<file path="config.mk">
export PLATFORM = sky130hd
export DESIGN_NAME = next_pc_unit_flat
export DESIGN_NICKNAME = d
export VERILOG_FILES = /design/src/rtl/next_pc_unit_if.sv /design/src/rtl/next_pc_unit.sv /design/src/flat_wrapper.sv
export SDC_FILE = /design/constraint.sdc
export NUM_CORES = 1
export LEC_CHECK = 0
export ABC_CLOCK_PERIOD_IN_PS = 4000
export BUFFER_PORTS_ARGS = -buffer_cell sky130_fd_sc_hd__buf_4
export CELL_PAD_IN_SITES_DETAIL_PLACEMENT = 0
export CELL_PAD_IN_SITES_GLOBAL_PLACEMENT = 2
export CORE_ASPECT_RATIO = 0.7
export CORE_MARGIN = 1.5
export CORE_UTILIZATION = 38
export DETAILED_ROUTE_END_ITERATION = 8
export PLACE_DENSITY = 0.93
export RECOVER_POWER = 100
export REMOVE_ABC_BUFFERS = 1
export SYNTH_ARGS = -nofsm -noshare
export SYNTH_HDL_FRONTEND = slang
export SYNTH_SLANG_ARGS = --single-unit
</file>
<file path="constraint.sdc">
create_clock -name clk -period 4 [get_ports clk]
set_input_delay 0.8 -clock clk [delete_from_list [all_inputs] [get_ports clk]]
set_output_delay 0.8 -clock clk [all_outputs]
set_load 0.05 [all_outputs]
</file>
<file path="src/rtl/next_pc_unit_if.sv">
// Bundle between the IF-stage next-PC unit and its users: predictor/decoder hints and
// EX redirect go in, and the fetch PC plus RAS and mispredict status come out.
interface next_pc_unit_if #(
  parameter int XLEN  = 32,
  parameter int CNT_W = 16
);
  logic             stall_IF;
  logic             predict_taken;
  logic [XLEN-1:0]  imm_pred;
  logic             is_call_IF;
  logic             is_ret_IF;
  logic             mispredict_EX;
  logic [XLEN-1:0]  redirect_pc_EX;
  logic [XLEN-1:0]  PC_out;
  logic [1:0]       pc_src;
  logic             ras_empty;
  logic             ras_full;
  logic [CNT_W-1:0] mispredict_cnt;

  modport master (
    output stall_IF, predict_taken, imm_pred, is_call_IF, is_ret_IF,
           mispredict_EX, redirect_pc_EX,
    input  PC_out, pc_src, ras_empty, ras_full, mispredict_cnt
  );

  modport slave (
    input  stall_IF, predict_taken, imm_pred, is_call_IF, is_ret_IF,
           mispredict_EX, redirect_pc_EX,
    output PC_out, pc_src, ras_empty, ras_full, mispredict_cnt
  );
endinterface

</file>
<file path="src/rtl/next_pc_unit.sv">
// Fetch PC register with next-PC selection (sequential, predicted, RAS return, EX redirect),
// a circular return-address stack and a saturating mispredict counter.
module next_pc_unit #(
  parameter int              XLEN      = 32,
  parameter int              RAS_DEPTH = 4,
  parameter logic [XLEN-1:0] RESET_PC  = '0,
  parameter int              CNT_W     = 16
) (
  input logic           clk,
  input logic           reset,
  next_pc_unit_if.slave bus
);
  localparam int PTR_W = (RAS_DEPTH > 1) ? $clog2(RAS_DEPTH) : 1;
  localparam int OCC_W = PTR_W + 1;

  logic [XLEN-1:0]  pc_q, pc_d;
  logic [1:0]       src_q, src_d;
  logic [XLEN-1:0]  ras_q [RAS_DEPTH];
  logic [PTR_W-1:0] ptr_q, ptr_d;
  logic [OCC_W-1:0] occ_q, occ_d;
  logic [CNT_W-1:0] mcnt_q, mcnt_d;

  logic             wr_en;
  logic [PTR_W-1:0] wr_idx;
  logic [PTR_W-1:0] top_idx;
  logic [XLEN-1:0]  seq_pc;
  logic             ras_has;

  // ptr_q is the next free slot; the top of stack sits one below it (mod depth).
  always_comb begin
    seq_pc  = pc_q + XLEN'(4);
    top_idx = ptr_q - PTR_W'(1);
    ras_has = (occ_q != '0);
    pc_d    = pc_q;
    src_d   = src_q;
    ptr_d   = ptr_q;
    occ_d   = occ_q;
    mcnt_d  = mcnt_q;
    wr_en   = 1'b0;
    wr_idx  = ptr_q;

    if (bus.mispredict_EX) begin
      pc_d   = bus.redirect_pc_EX;
      src_d  = 2'd3;
      mcnt_d = (&mcnt_q) ? mcnt_q : mcnt_q + CNT_W'(1);
    end else if (!bus.stall_IF) begin
      if (bus.is_ret_IF && ras_has) begin
        pc_d  = ras_q[top_idx];
        src_d = 2'd2;
        // A call that is also a return replaces the popped slot in place.
        if (bus.is_call_IF) begin
          wr_en  = 1'b1;
          wr_idx = top_idx;
        end else begin
          ptr_d = top_idx;
          occ_d = occ_q - OCC_W'(1);
        end
      end else begin
        if (bus.predict_taken) begin
          pc_d  = pc_q + bus.imm_pred;
          src_d = 2'd1;
        end else begin
          pc_d  = seq_pc;
          src_d = 2'd0;
        end
        if (bus.is_call_IF) begin
          wr_en  = 1'b1;
          wr_idx = ptr_q;
          ptr_d  = ptr_q + PTR_W'(1);
          if (occ_q != OCC_W'(RAS_DEPTH)) occ_d = occ_q + OCC_W'(1);
        end
      end
    end
  end

  always_ff @(posedge clk) begin
    if (reset) begin
      pc_q   <= RESET_PC;
      src_q  <= 2'd0;
      ptr_q  <= '0;
      occ_q  <= '0;
      mcnt_q <= '0;
      for (int i = 0; i < RAS_DEPTH; i++) ras_q[i] <= '0;
    end else begin
      pc_q   <= pc_d;
      src_q  <= src_d;
      ptr_q  <= ptr_d;
      occ_q  <= occ_d;
      mcnt_q <= mcnt_d;
      if (wr_en) ras_q[wr_idx] <= seq_pc;
    end
  end

  assign bus.PC_out         = pc_q;
  assign bus.pc_src         = src_q;
  assign bus.ras_empty      = (occ_q == '0);
  assign bus.ras_full       = (occ_q == OCC_W'(RAS_DEPTH));
  assign bus.mispredict_cnt = mcnt_q;
endmodule

</file>
<file path="src/flat_wrapper.sv">
// flat-port wrapper written by rule: the top's interface ports become plain ports
module next_pc_unit_flat 
#(
  parameter int              XLEN      = 32,
  parameter int              RAS_DEPTH = 4,
  parameter logic [XLEN-1:0] RESET_PC  = '0,
  parameter int              CNT_W     = 16
)
  (clk, reset, bus_stall_IF, bus_predict_taken, bus_imm_pred, bus_is_call_IF, bus_is_ret_IF, bus_mispredict_EX, bus_redirect_pc_EX, bus_PC_out, bus_pc_src, bus_ras_empty, bus_ras_full, bus_mispredict_cnt);
  next_pc_unit_if #(.XLEN(XLEN), .CNT_W(CNT_W)) bus_i ();
  input logic clk;
  input logic reset;
  input wire logic [$bits(bus_i.stall_IF)-1:0] bus_stall_IF;
  input wire logic [$bits(bus_i.predict_taken)-1:0] bus_predict_taken;
  input wire logic [$bits(bus_i.imm_pred)-1:0] bus_imm_pred;
  input wire logic [$bits(bus_i.is_call_IF)-1:0] bus_is_call_IF;
  input wire logic [$bits(bus_i.is_ret_IF)-1:0] bus_is_ret_IF;
  input wire logic [$bits(bus_i.mispredict_EX)-1:0] bus_mispredict_EX;
  input wire logic [$bits(bus_i.redirect_pc_EX)-1:0] bus_redirect_pc_EX;
  output wire logic [$bits(bus_i.PC_out)-1:0] bus_PC_out;
  output wire logic [$bits(bus_i.pc_src)-1:0] bus_pc_src;
  output wire logic [$bits(bus_i.ras_empty)-1:0] bus_ras_empty;
  output wire logic [$bits(bus_i.ras_full)-1:0] bus_ras_full;
  output wire logic [$bits(bus_i.mispredict_cnt)-1:0] bus_mispredict_cnt;
  assign bus_i.stall_IF = bus_stall_IF;
  assign bus_i.predict_taken = bus_predict_taken;
  assign bus_i.imm_pred = bus_imm_pred;
  assign bus_i.is_call_IF = bus_is_call_IF;
  assign bus_i.is_ret_IF = bus_is_ret_IF;
  assign bus_i.mispredict_EX = bus_mispredict_EX;
  assign bus_i.redirect_pc_EX = bus_redirect_pc_EX;
  assign bus_PC_out = bus_i.PC_out;
  assign bus_pc_src = bus_i.pc_src;
  assign bus_ras_empty = bus_i.ras_empty;
  assign bus_ras_full = bus_i.ras_full;
  assign bus_mispredict_cnt = bus_i.mispredict_cnt;
  next_pc_unit #(.XLEN(XLEN), .RAS_DEPTH(RAS_DEPTH), .RESET_PC(RESET_PC), .CNT_W(CNT_W)) u_core (.clk(clk), .reset(reset), .bus(bus_i));
endmodule
</file>
### Yosys cells after proc, flatten, opt, wreduce, memory -nomap -nowiden

Memory sizes are Yosys's and may differ from the RTL's.
Cells that the tools add are included.

| cells by class | value |
|---|---|
| bitwise operators | 3 |
| equal/unequal tests | 4 |
| shift-type cells | 0 |
| $add $sub $neg | 7 |
| reduce and logical (&&, ||, !) cells | 10 |
| mux-type cells | 30 |
| $mul | 0 |
| divide/modulo/power cells | 0 |
| order comparisons | 0 |

Operators with widths:

| cell | number |
|---|---|
| $mux W32 | 5 |
| $add A32 B3 Y32 const B | 1 |
| $add A32 B32 Y32 | 1 |
| $reduce_or A32 Y1 | 1 |
| $mux W2 | 11 |
| $add A16 B1 Y16 const B | 1 |
| $reduce_and A16 Y1 | 1 |
| $mux W3 | 4 |
| $mux W1 | 10 |
| $reduce_and A5 Y1 | 1 |
| $reduce_and A4 Y1 | 1 |
| $reduce_bool A2 Y1 | 2 |
| $add A3 B1 Y3 const B | 1 |
| $eq A3 B3 Y1 const B | 1 |
| $logic_not A3 Y1 | 1 |
| $ne A3 B3 Y1 const B | 1 |
| $not A1 Y1 | 3 |
| $reduce_bool A3 Y1 | 1 |
| $sub A3 B1 Y3 const B | 1 |
| $add A2 B1 Y2 const B | 1 |
| $ne A2 B1 Y1 const B | 1 |
| $ne A2 B2 Y1 const B | 1 |
| $reduce_and A2 Y1 | 1 |
| $sub A2 B1 Y2 const B | 1 |
| $logic_and A1 B1 Y1 | 1 |

| word-level totals | value |
|---|---|
| bits in read-only memories | 0 |
| bits in writable memories | 128 |
| latch bits | 0 |
| register bits | 55 |
| input port bits | 71 |
| memories | 1 |

Memories:

| memory | depth | bits a word | read ports | clocked after memory_dff | wr ports | line | RTL |
|---|---|---|---|---|---|---|---|
| u_core.ras_q | 4 | 32 | 1 | 0 | 4 | next_pc_unit.sv:18 | `logic [XLEN-1:0] ras_q [RAS_DEPTH];` |

### Depth between registers and ports, before layout

Gate-level depths: netlist of run 1.

| logic depth | value |
|---|---|
| depth after elaboration | 8 |
| gate-level depth with buffers | 11 |

### Least setup slack after synthesis of run 1

No wires, ideal clock.

| path | value |
|---|---|
| path kind | register to register |
| start | register u_core.occ_q[0] |
| end | memory u_core.ras_q[0][0] (enable) |
| slack | 0.168 ns |
| buffers on the path | 1 |
| stages on the path, launching flop included | 7 |
| library setup time | 0.394 ns |
| arrival time | 3.438 ns |
| cells stage by stage | dfxtp_1 nor3_1 nor2b_1 xnor2_1 or3b_2 clkbuf_1 nand2b_1 |

RTL lines:

| what | line | RTL |
|---|---|---|
| start: declaration | next_pc_unit.sv:20 | `logic [OCC_W-1:0] occ_q, occ_d;` |
| start signal: assignment | next_pc_unit.sv:81 | `occ_q <= '0;` |
| start signal: assignment | next_pc_unit.sv:88 | `occ_q <= occ_d;` |
| end: declaration | next_pc_unit.sv:18 |  |

==> results_dict.tcl, run 1 <==
set metrics [dict create \
    first_global_vias 8384 \
    fmax_mhz 289 \
    p_switching_mw 1.70 \
    core_area_um2 27800 \
    yosysSeqAreaShare_pct 46.0 \
    tightest_slew_ns 1.86 \
    cp_slowest_stage_delay_ns 0.71 \
    drtAntennaViolNets 0 \
    hold_end "u_core.bus.PC_out[1]" \
    grt_pass1_wl_mm 50.2 \
    outcome "finished, violations left" \
    power_density_nw_per_um2 407 \
    hp-class "reg -> reg" \
    via_per_inst 5.71 \
    synth-seq-cells 183 \
    synth_compound_area_share_pct 14.0 \
    pwr-share-comb_pct 19.6 \
    maxCapViolations 2 \
    drc_errors 0 \
    slew_headroom_pct -24.1 \
    slew_viol_final 66 \
    stdcell_count 1572 \
    reg2reg_from "u_core.occ_q[0]" \
    yosysTopAreaCellShare_pct 35.8 \
    nFillCells 2653 \
    dp.cells 1540 \
    cts.sinks 183 \
    antennaDiodeCount 0 \
    violations "max-capacitance violations, max-slew violations" \
    clkTransAtPathRegs_ns 0.09 \
    timing.rr.end "u_core.ras_q[0][31]" \
    hold_violations 0 \
    r2r_cells 7 \
    io_buffer_count 122 \
    path_class "reg -> reg" \
    synth_cell_types 78 \
    synth_mux_area_share_pct 7.19 \
    dp_hpwl_mm 23.5 \
    path_cells "nor3_1 > nor2b_2 > clkbuf_1 > xnor2_1 > or3b_2 > nand2b_1 > clkbuf_2" \
    min_path_cells 2 \
    hold_start "u_core.bus.PC_out[1]" \
    pwr-share-clk_pct 36.8 \
    cts_hold_buf 0 \
    total_leakage_power_nw 4.59 \
    worstSetupStartpointType "register" \
    slowest_stage "clkbuf_2" \
    intPower_mw 3.35 \
    synth_ff_type "edfxtp_1" \
    synth_edf_count 128 \
    crit_fanout 26 \
    setup_viol 0 \
    seq_power_share_pct 43.7 \
    multi_input_area_um2 5340 \
    synth_warnings 0 \
    utilization_pct 44.6 \
    fin_crit_ns 3.46 \
    grt_max_degree 47 \
    wl_mm 33.1 \
    post-route-period-util_pct 86.6 \
    areaGrowthSynthToFinish_pct 15.6 \
    synth_most_common_cell "nor2_1" \
    finClkSkew_ns 0.0220 \
    crit_path_end_kind "register" \
    regArea_um2 4950 \
    start_util_pct 38.6 \
    required_ns 4.07 \
    synth_largest_area_cell "edfxtp_1" \
    row_count 51 \
    drive_above_1_share_pct 14.5 \
    vias 8973 \
    synth_common_cells "216 x nor2_1, 128 x edfxtp_1, 85 x a21oi_1" \
    synth.area.top_cells "edfxtp_1 36%, dfxtp_1 10%, nor2_1 7.5%" \
    root_buffer "clkbuf_16" \
    place_congestion 0.872 \
    fp.dieW_um 204 \
    vdd_ir_drop_max_uv 279 \
    cts_setup_buffers 0 \
    layout.nets 1295 \
    worst-endpoint-arrival_ns 3.54 \
    syn-mean-instance-area_um2 9.84 \
    cts_tree "yes" \
    grt_usage_pct 22.7 \
    grt.overflow.total 0 \
    cts.path.max_buffers 2 \
    postCtsResizedCells 0 \
    synth_top_family_by_area "simple AND/OR/NAND/NOR gates" \
    clock_latency_ns 0.46 \
    ios 123 \
    swShare_pct 33.7 \
    synth_xor_area_share_pct 5.38 \
    postSynthCellCount 1091 \
    drt_iter0_drc 780 \
    die_h_um 144 \
    cts_buffers 17 \
    reg2reg_slack_ns 0.54 \
    grt_setup_unrepaired "false" \
    synthAdderAreaFrac_pct 4.33 \
    antenna_found_initial 0 \
    cts_max_level 4 \
    async_flop_share_pct 0 \
    wl_per_cell_um 21.0 \
    die_area_um2 29300 \
    yosys.area_share.simple_pct 19.0 \
    firstDrtPassIters 5 \
    syn_area_um2 10700 \
]
[per-layer routing]
metal	vias to the layer above	GRT usage, %	wire [um]
li1	4189	-	-
met1	4376	34.6	15500
met2	372	33.3	14200
met3	36	3.81	2940
met4	0	5.57	450
met5	-	0	0
[worst max-delay path: cells and delay by family (launching register included)]
| kind | cells | cell delay (ns) |
|---|---|---|
| AND/OR/NAND/NOR | 4 | 1.27 |
| buffers and inverters | 2 | 1.06 |
| flip-flops | 1 | 0.38 |
| XOR/XNOR | 1 | 0.37 |
[sequential cells by signal, summed over array words and instances (netlist names)]
name	cells
u_core.ptr_q	2
u_core.bus.PC_out	32
u_core.bus.mispredict_cnt	16
u_core.bus.pc_src	2
u_core.occ_q	3
u_core.ras_q	128
[stage by stage]
step	setup TNS (ns)	hold slack [ns]	cell area, um^2	setup WS, ns	power [mW]
detailed placement	0	0.490	12000	0.415	3.26
finish	0	0.500	12400	0.538	5.05
floorplan	-86.18	0.494	10400	-1.23	2.86
global route	0	0.539	12400	0.343	5.23
CTS	0	0.505	12700	0.827	5.10
global placement	0	0.486	12000	0.456	3.25
[cells by family after synthesis]
kind of cell    count (synthesis)
compound gates                241
xor+xnor                       66
fa+ha+maj                      36
buf+inv                        94
flops                         183
mux                            37
simple gates                  434
[cell type report]
| cell class | instances | share of cell area (%) |
|---|---|---|
| Multi-Input combinational cell | 814 | 43.0 |
| Sequential cell | 183 | 39.8 |
| Timing Repair Buffer | 149 | 7.39 |
| Tap cell | 371 | 3.74 |
| Clock buffer | 17 | 3.42 |
| Clock inverter | 15 | 1.92 |
| Inverter | 23 | 0.695 |
[power by group through the flow]
| stage | logic (mW) | registers [mW] | clock network, mW |
|---|---|---|---|
| 6_report | 0.990 | 2.21 | 1.86 |
| 5_1_grt | 1.07 | 2.22 | 1.95 |
| 4_1_cts | 1.02 | 2.20 | 1.88 |
| 3_5_place_dp | 1.01 | 2.25 | 0 |
| 3_3_place_gp | 1.01 | 2.24 | 0 |
| 2_1_floorplan | 0.536 | 2.33 | 0 |
[how the worst max path moves through the flow]
stage                               startpoint                     to  slack, ns  cells past startpoint
after floorplan                u_core.occ_q[0]     u_core.ras_q[1][0]      -1.23                      7
after global placement         bus_imm_pred[0]  u_core.bus.PC_out[22]       0.46                     12
after detailed placement       bus_imm_pred[0]  u_core.bus.PC_out[22]       0.41                     12
after CTS                 u_core.bus.PC_out[0]  u_core.bus.PC_out[22]       0.83                     11
after global routing           bus_imm_pred[0]  u_core.bus.PC_out[26]       0.34                     12
final                          u_core.occ_q[0]    u_core.ras_q[0][31]       0.54                      7
[placed cells by master (no fill, tap or decap), types with 6 or more instances in the layout]
cell,netlist,layout
mux4_2,32,32
a211oi_1,16,16
o21a_1,9,9
and3_1,18,18
edfxtp_1,128,128
nand4_1,23,23
ha_1,34,34
inv_1,23,23
dfxtp_1,55,54
or3_1,12,12
a31oi_1,7,7
nand2b_1,8,8
buf_4,0,80
nand3_1,29,29
clkinv_8,0,6
nor3_1,18,18
xnor2_1,30,30
o21ai_0,57,57
nor2_1,216,216
a21o_1,14,14
o22ai_1,9,9
xor2_1,36,36
clkbuf_16,0,17
nand2_1,70,70
a21oi_1,85,86
clkbuf_1,51,60
Note: power is estimated with default switching activity, not from simulation.
==> run 2: changes to the inputs <==
- PLACE_DENSITY: 0.93 -> 0.84
- SLEW_MARGIN: unset -> 15
==> run 2 against run 1 <==
The run still ends with max-capacitance violations, max-slew violations left. Flip-flop and latch count is the same. Maximum frequency is 0.47% higher. Via count fell by 0.94%. Total power decreased by 0.98%. Clock skew is 0.0069 ns lower. Highest routed layer unchanged.
==> results_dict.tcl, run 2 (synthesis results as in run 1) <==
set metrics [dict create \
    outcome "finished, violations left" \
    violations "max-capacitance violations, max-slew violations" \
    cts_buffers 17 \
    nFillCells 2720 \
    cpLargestDelayFamily "flip-flops" \
    maxCapViolations 2 \
    required_ns 4.06 \
    antennaDiodeCount 0 \
    multi_input_area_um2 5330 \
    layout.nets 1292 \
    r2r_cells 4 \
    firstDrtPassIters 7 \
    utilization_pct 44.3 \
    cts_hold_buf 0 \
    fmax_mhz 290 \
    io_buffer_count 122 \
    fp.dieW_um 204 \
    start_util_pct 38.6 \
    antenna_found_initial 0 \
    core_area_um2 27800 \
    grt.overflow.total 0 \
    final_cell_mix "216 x nor2_1, 128 x edfxtp_1, 85 x a21oi_1, 81 x buf_4, 70 x nand2_1" \
    vias 8889 \
    setup_tns_ns 0 \
    tightest_slew_ns 1.82 \
    dp.cells 1537 \
    ios 123 \
    drt_iter0_drc 716 \
    crit_cells 4 \
    drtAntennaViolNets 0 \
    dp_hpwl_mm 23.5 \
    clkTransAtPathRegs_ns 0.08 \
    top_register "u_core.ras_q" \
    cp.buffers_inverters 1 \
    grt_setup_unrepaired "false" \
    path_cells "xnor2_1 > or3b_2 > nand2b_1 > clkbuf_1" \
    die_area_um2 29300 \
    clock_latency_ns 0.45 \
    cts_tree "yes" \
    total_leakage_power_nw 4.54 \
    regArea_um2 4940 \
    root_buffer "clkbuf_16" \
    cts_setup_buffers 0 \
    fin_crit_ns 3.45 \
    wl_per_cell_um 21.7 \
    setup_viol 0 \
    row_count 51 \
    fin_area_um2 12300 \
    cts_max_level 4 \
    placed_area_um2 12000 \
    crit_fanout 25 \
    grt_usage_pct 23.4 \
    wl_mm 34.0 \
    crit_path_end_kind "register" \
    path_class "reg -> reg" \
    cp_slowest_stage_delay_ns 1.43 \
    vdd_ir_drop_max_uv 316 \
    hp-class "reg -> reg" \
    worst-endpoint-arrival_ns 3.51 \
    grt_max_degree 52 \
    largest_reg_flops 128 \
    worstSetupStartpointType "register" \
    cts.sinks 183 \
    slowest_stage "dfxtp_1" \
    slew_viol_final 59 \
    drive_above_1_share_pct 14.3 \
    slew_headroom_pct -21.0 \
    place_congestion 0.831 \
    finClkSkew_ns 0.0152 \
    via_per_inst 5.67 \
    areaGrowthSynthToFinish_pct 14.7 \
    power_density_nw_per_um2 406 \
    first_global_vias 8263 \
    layout_commonest_cell "nor2_1" \
    grt_pass1_wl_mm 50.9 \
    stdcell_count 1569 \
    hold_violations 0 \
    postCtsResizedCells 0 \
    cts.path.max_buffers 2 \
    post-route-period-util_pct 86.2 \
    min_path_cells 2 \
    die_h_um 144 \
    drc_errors 0 \
]
==> run 2: cell count changes in the layout (fill, tap and decap cells not counted), sizes merged <==
cell | before | now
buf | 83 | 81
clkbuf | 83 | 82
clkinv | 6 | 5
inv | 32 | 33
==> run 2: layer usage <==
layer  share of wire [%]  global-route usage (%)
met4                 1.0                    4.88
met5                   0                       0
met3                 6.6                    3.63
met1                  50                    35.7
met2                  43                    34.8
==> run 2: final timing paths <==
path / slack [ns] / from / endpoint
worst max-delay path: 0.55 / u_core.ptr_q[0] / u_core.ras_q[0][6]
worst min-delay path: 0.51 / u_core.bus.PC_out[1] / u_core.bus.PC_out[1]
worst max register to register: 0.55 / u_core.ptr_q[0] / u_core.ras_q[0][6]
worst min register to register: 0.51 / u_core.bus.PC_out[1] / u_core.bus.PC_out[1]
==> run 2: layout make-up <==
type | count | area share [%]
tap | 371 | 3.77
inverter | 23 | 0.701
clock inverter | 15 | 1.66
timing repair buffer | 146 | 7.01
multi-input combinational | 814 | 43.3
clock buffer | 17 | 3.45
sequential | 183 | 40.1
==> run 2: per-stage QoR <==
| step | hold slack, ns | worst slack (ns) | power [mW] |
|---|---|---|---|
| floorplan | 0.494 | -1.23 | 2.86 |
| global placement | 0.488 | 0.414 | 3.25 |
| detailed placement | 0.497 | 0.399 | 3.26 |
| CTS | 0.517 | 0.822 | 5.05 |
| global route | 0.542 | 0.329 | 5.18 |
| finish | 0.511 | 0.554 | 5.00 |
==> run 2: power breakdown <==
| group | total (mW) | switching, mW | internal, mW | leakage, nW |
|---|---|---|---|---|
| clock | 1.81 | 0.938 | 0.873 | 0.303 |
| combinational | 0.989 | 0.648 | 0.341 | 2.46 |
| sequential | 2.20 | 0.0963 | 2.11 | 1.78 |
| total | 5.00 | 1.68 | 3.32 | 4.54 |
==> run 2: tightest hold or removal path: cells and delay by family (launching register included) <==
kind,cells,cell delay [ns]
AND/OR/NAND/NOR,1,0.07
flip-flops,1,0.35
AO/OA/AOI/OAI,1,0.05
==> run 3: changes to the inputs <==
- RECOVER_POWER: 100 -> unset
==> run 3 against run 2 <==
The run now ends clean. Core utilization is 1.1 points higher. Setup slack better by 0.21 ns. First-iteration DRC count is 14% higher. Global-route usage stayed put. Clock power hardly changed. Critical path type unchanged. Critical endpoint is now u_core.bus.PC_out[26].
==> results_dict.tcl, run 3 (synthesis results as in run 1) <==
set metrics [dict create \
    r2r_cells 11 \
    hold_start "u_core.bus.PC_out[1]" \
    clkTransAtPathRegs_ns 0.09 \
    die_h_um 144 \
    path_class "reg -> reg" \
    cts.path.max_buffers 2 \
    antennaDiodeCount 0 \
    largest_reg_flops 128 \
    wl_per_cell_um 21.6 \
    grt_usage_pct 23.4 \
    cts_buffers 17 \
    reg2reg_from "u_core.bus.PC_out[0]" \
    clock_latency_ns 0.45 \
    fin_crit_ns 3.23 \
    core_area_um2 27800 \
    cts_max_level 4 \
    fmax_mhz 309 \
    min_path_cells 2 \
    slew_viol_final 0 \
    die_area_um2 29300 \
    post-route-period-util_pct 80.8 \
    final_cell_mix "216 x nor2_1, 144 x buf_4, 128 x edfxtp_1, 85 x a21oi_1, 70 x nand2_1" \
    vias 8833 \
    dp_hpwl_mm 23.5 \
    postCtsResizedCells 0 \
    outcome "completed" \
    hold_violations 0 \
    layout_commonest_cell "nor2_1" \
    ios 123 \
    grt.overflow.total 0 \
    drtAntennaViolNets 0 \
    grt_pass1_wl_mm 50.9 \
    crit_path_end_kind "register" \
    reg2reg_slack_ns 0.77 \
    timing.rr.end "u_core.bus.PC_out[26]" \
    antenna_found_initial 0 \
    drc_errors 0 \
    worstSetupStartpointType "register" \
    top_register "u_core.ras_q" \
    fp.dieW_um 204 \
    slowest_stage "a2111oi_4" \
    fin_area_um2 12600 \
    crit_top_cell "a31oi_1" \
    placed_area_um2 12000 \
    required_ns 4.33 \
    drive_above_1_share_pct 19.5 \
    cts_setup_buffers 0 \
    drt_iter0_drc 818 \
    worst-endpoint-arrival_ns 3.56 \
    dp_slack_ns 0.399 \
    finClkSkew_ns 0.0121 \
    start_util_pct 38.6 \
    cp.buffers_inverters 1 \
    crit_fanout 4 \
    cts_tree "yes" \
    root_buffer "clkbuf_16" \
    tightest_slew_ns 1.16 \
    grt_max_degree 52 \
    first_global_vias 8263 \
    hp-class "reg -> reg" \
    firstDrtPassIters 5 \
    wl_mm 33.9 \
    row_count 51 \
    total_leakage_power_nw 4.81 \
    cts_hold_buf 0 \
    path_cells "ha_1 > inv_1 > fa_1 > and2b_1 > o2111ai_1 > a2111oi_4 > nor4b_4 > nor4_2 > o21ai_0 > a31oi_1 > a31oi_1" \
    crit_cells 11 \
    io_buffer_count 122 \
    fin_ws_ns 0.768 \
    setup_viol 0 \
    areaGrowthSynthToFinish_pct 17.4 \
    layout.nets 1292 \
    place_congestion 0.831 \
    via_per_inst 5.63 \
    cts.sinks 183 \
    cpLargestDelayFamily "compound AO/OA/AOI/OAI gates" \
    power_density_nw_per_um2 400 \
    cp_slowest_stage_delay_ns 0.52 \
    hold_end "u_core.bus.PC_out[1]" \
    slew_headroom_pct 22.5 \
    maxCapViolations 0 \
    vdd_ir_drop_max_uv 315 \
    grt_setup_unrepaired "false" \
]
-- run 3: changes by cell type in the layout (fill, tap and decap cells not counted), sizes merged --
cell and delta:
clkbuf -65, buf +65
-- run 3: metrics by stage --
step                utilization (%)  hold WS, ns  power (mW)  cells  TNS (ns)
finish                         45.3        0.512        5.04   1569         0
global route                   45.3        0.543        5.22   1569         0
floorplan                         -        0.494        2.86   1020    -86.18
CTS                            45.3        0.517        5.05   1569         0
detailed placement             43.1        0.497        3.26   1537         0
global placement               43.1        0.488        3.25   1537         0
-- run 3: worst max path at each step --
stage                         start               endpoint
2_1_floorplan       u_core.occ_q[0]     u_core.ras_q[1][0]
3_3_place_gp        bus_imm_pred[0]  u_core.bus.PC_out[22]
3_5_place_dp        bus_imm_pred[0]  u_core.bus.PC_out[26]
4_1_cts        u_core.bus.PC_out[0]  u_core.bus.PC_out[26]
5_1_grt        u_core.bus.PC_out[1]  u_core.bus.PC_out[26]
6_report       u_core.bus.PC_out[0]  u_core.bus.PC_out[26]
-- run 3: where the power goes --
group          switching, mW  internal [mW]
clock network          0.938          0.873
registers             0.0966           2.11
logic                  0.649          0.377
-- run 3: worst reg2reg max path: stages (launching register included) --
cell and delay, ns:
dfxtp_1 0.40, ha_1 0.20, inv_1 0.06, fa_1 0.48
and2b_1 0.28, o2111ai_1 0.23, a2111oi_4 0.53, nor4b_4 0.11
nor4_2 0.42, o21ai_0 0.14, a31oi_1 0.19, a31oi_1 0.10
-- run 3: per-layer routing --
layer | routed length [um] | GRT usage, % | share of wire (%)
met1 | 16800 | 35.7 | 49
met5 | 0 | 0 | 0
met4 | 395 | 4.88 | 1.2
met3 | 2280 | 3.63 | 6.7
met2 | 14500 | 34.8 | 43
-- run 3: area by class of cell --
class                   count  area [um^2]
clock buffers              17          425
flip-flops and latches    183         4950
multi-input cells         814         5370
well taps                 371          464
fillers                  2662        15200
repair buffers            146         1120
inverters                  23         86.3
clock inverters            15          204
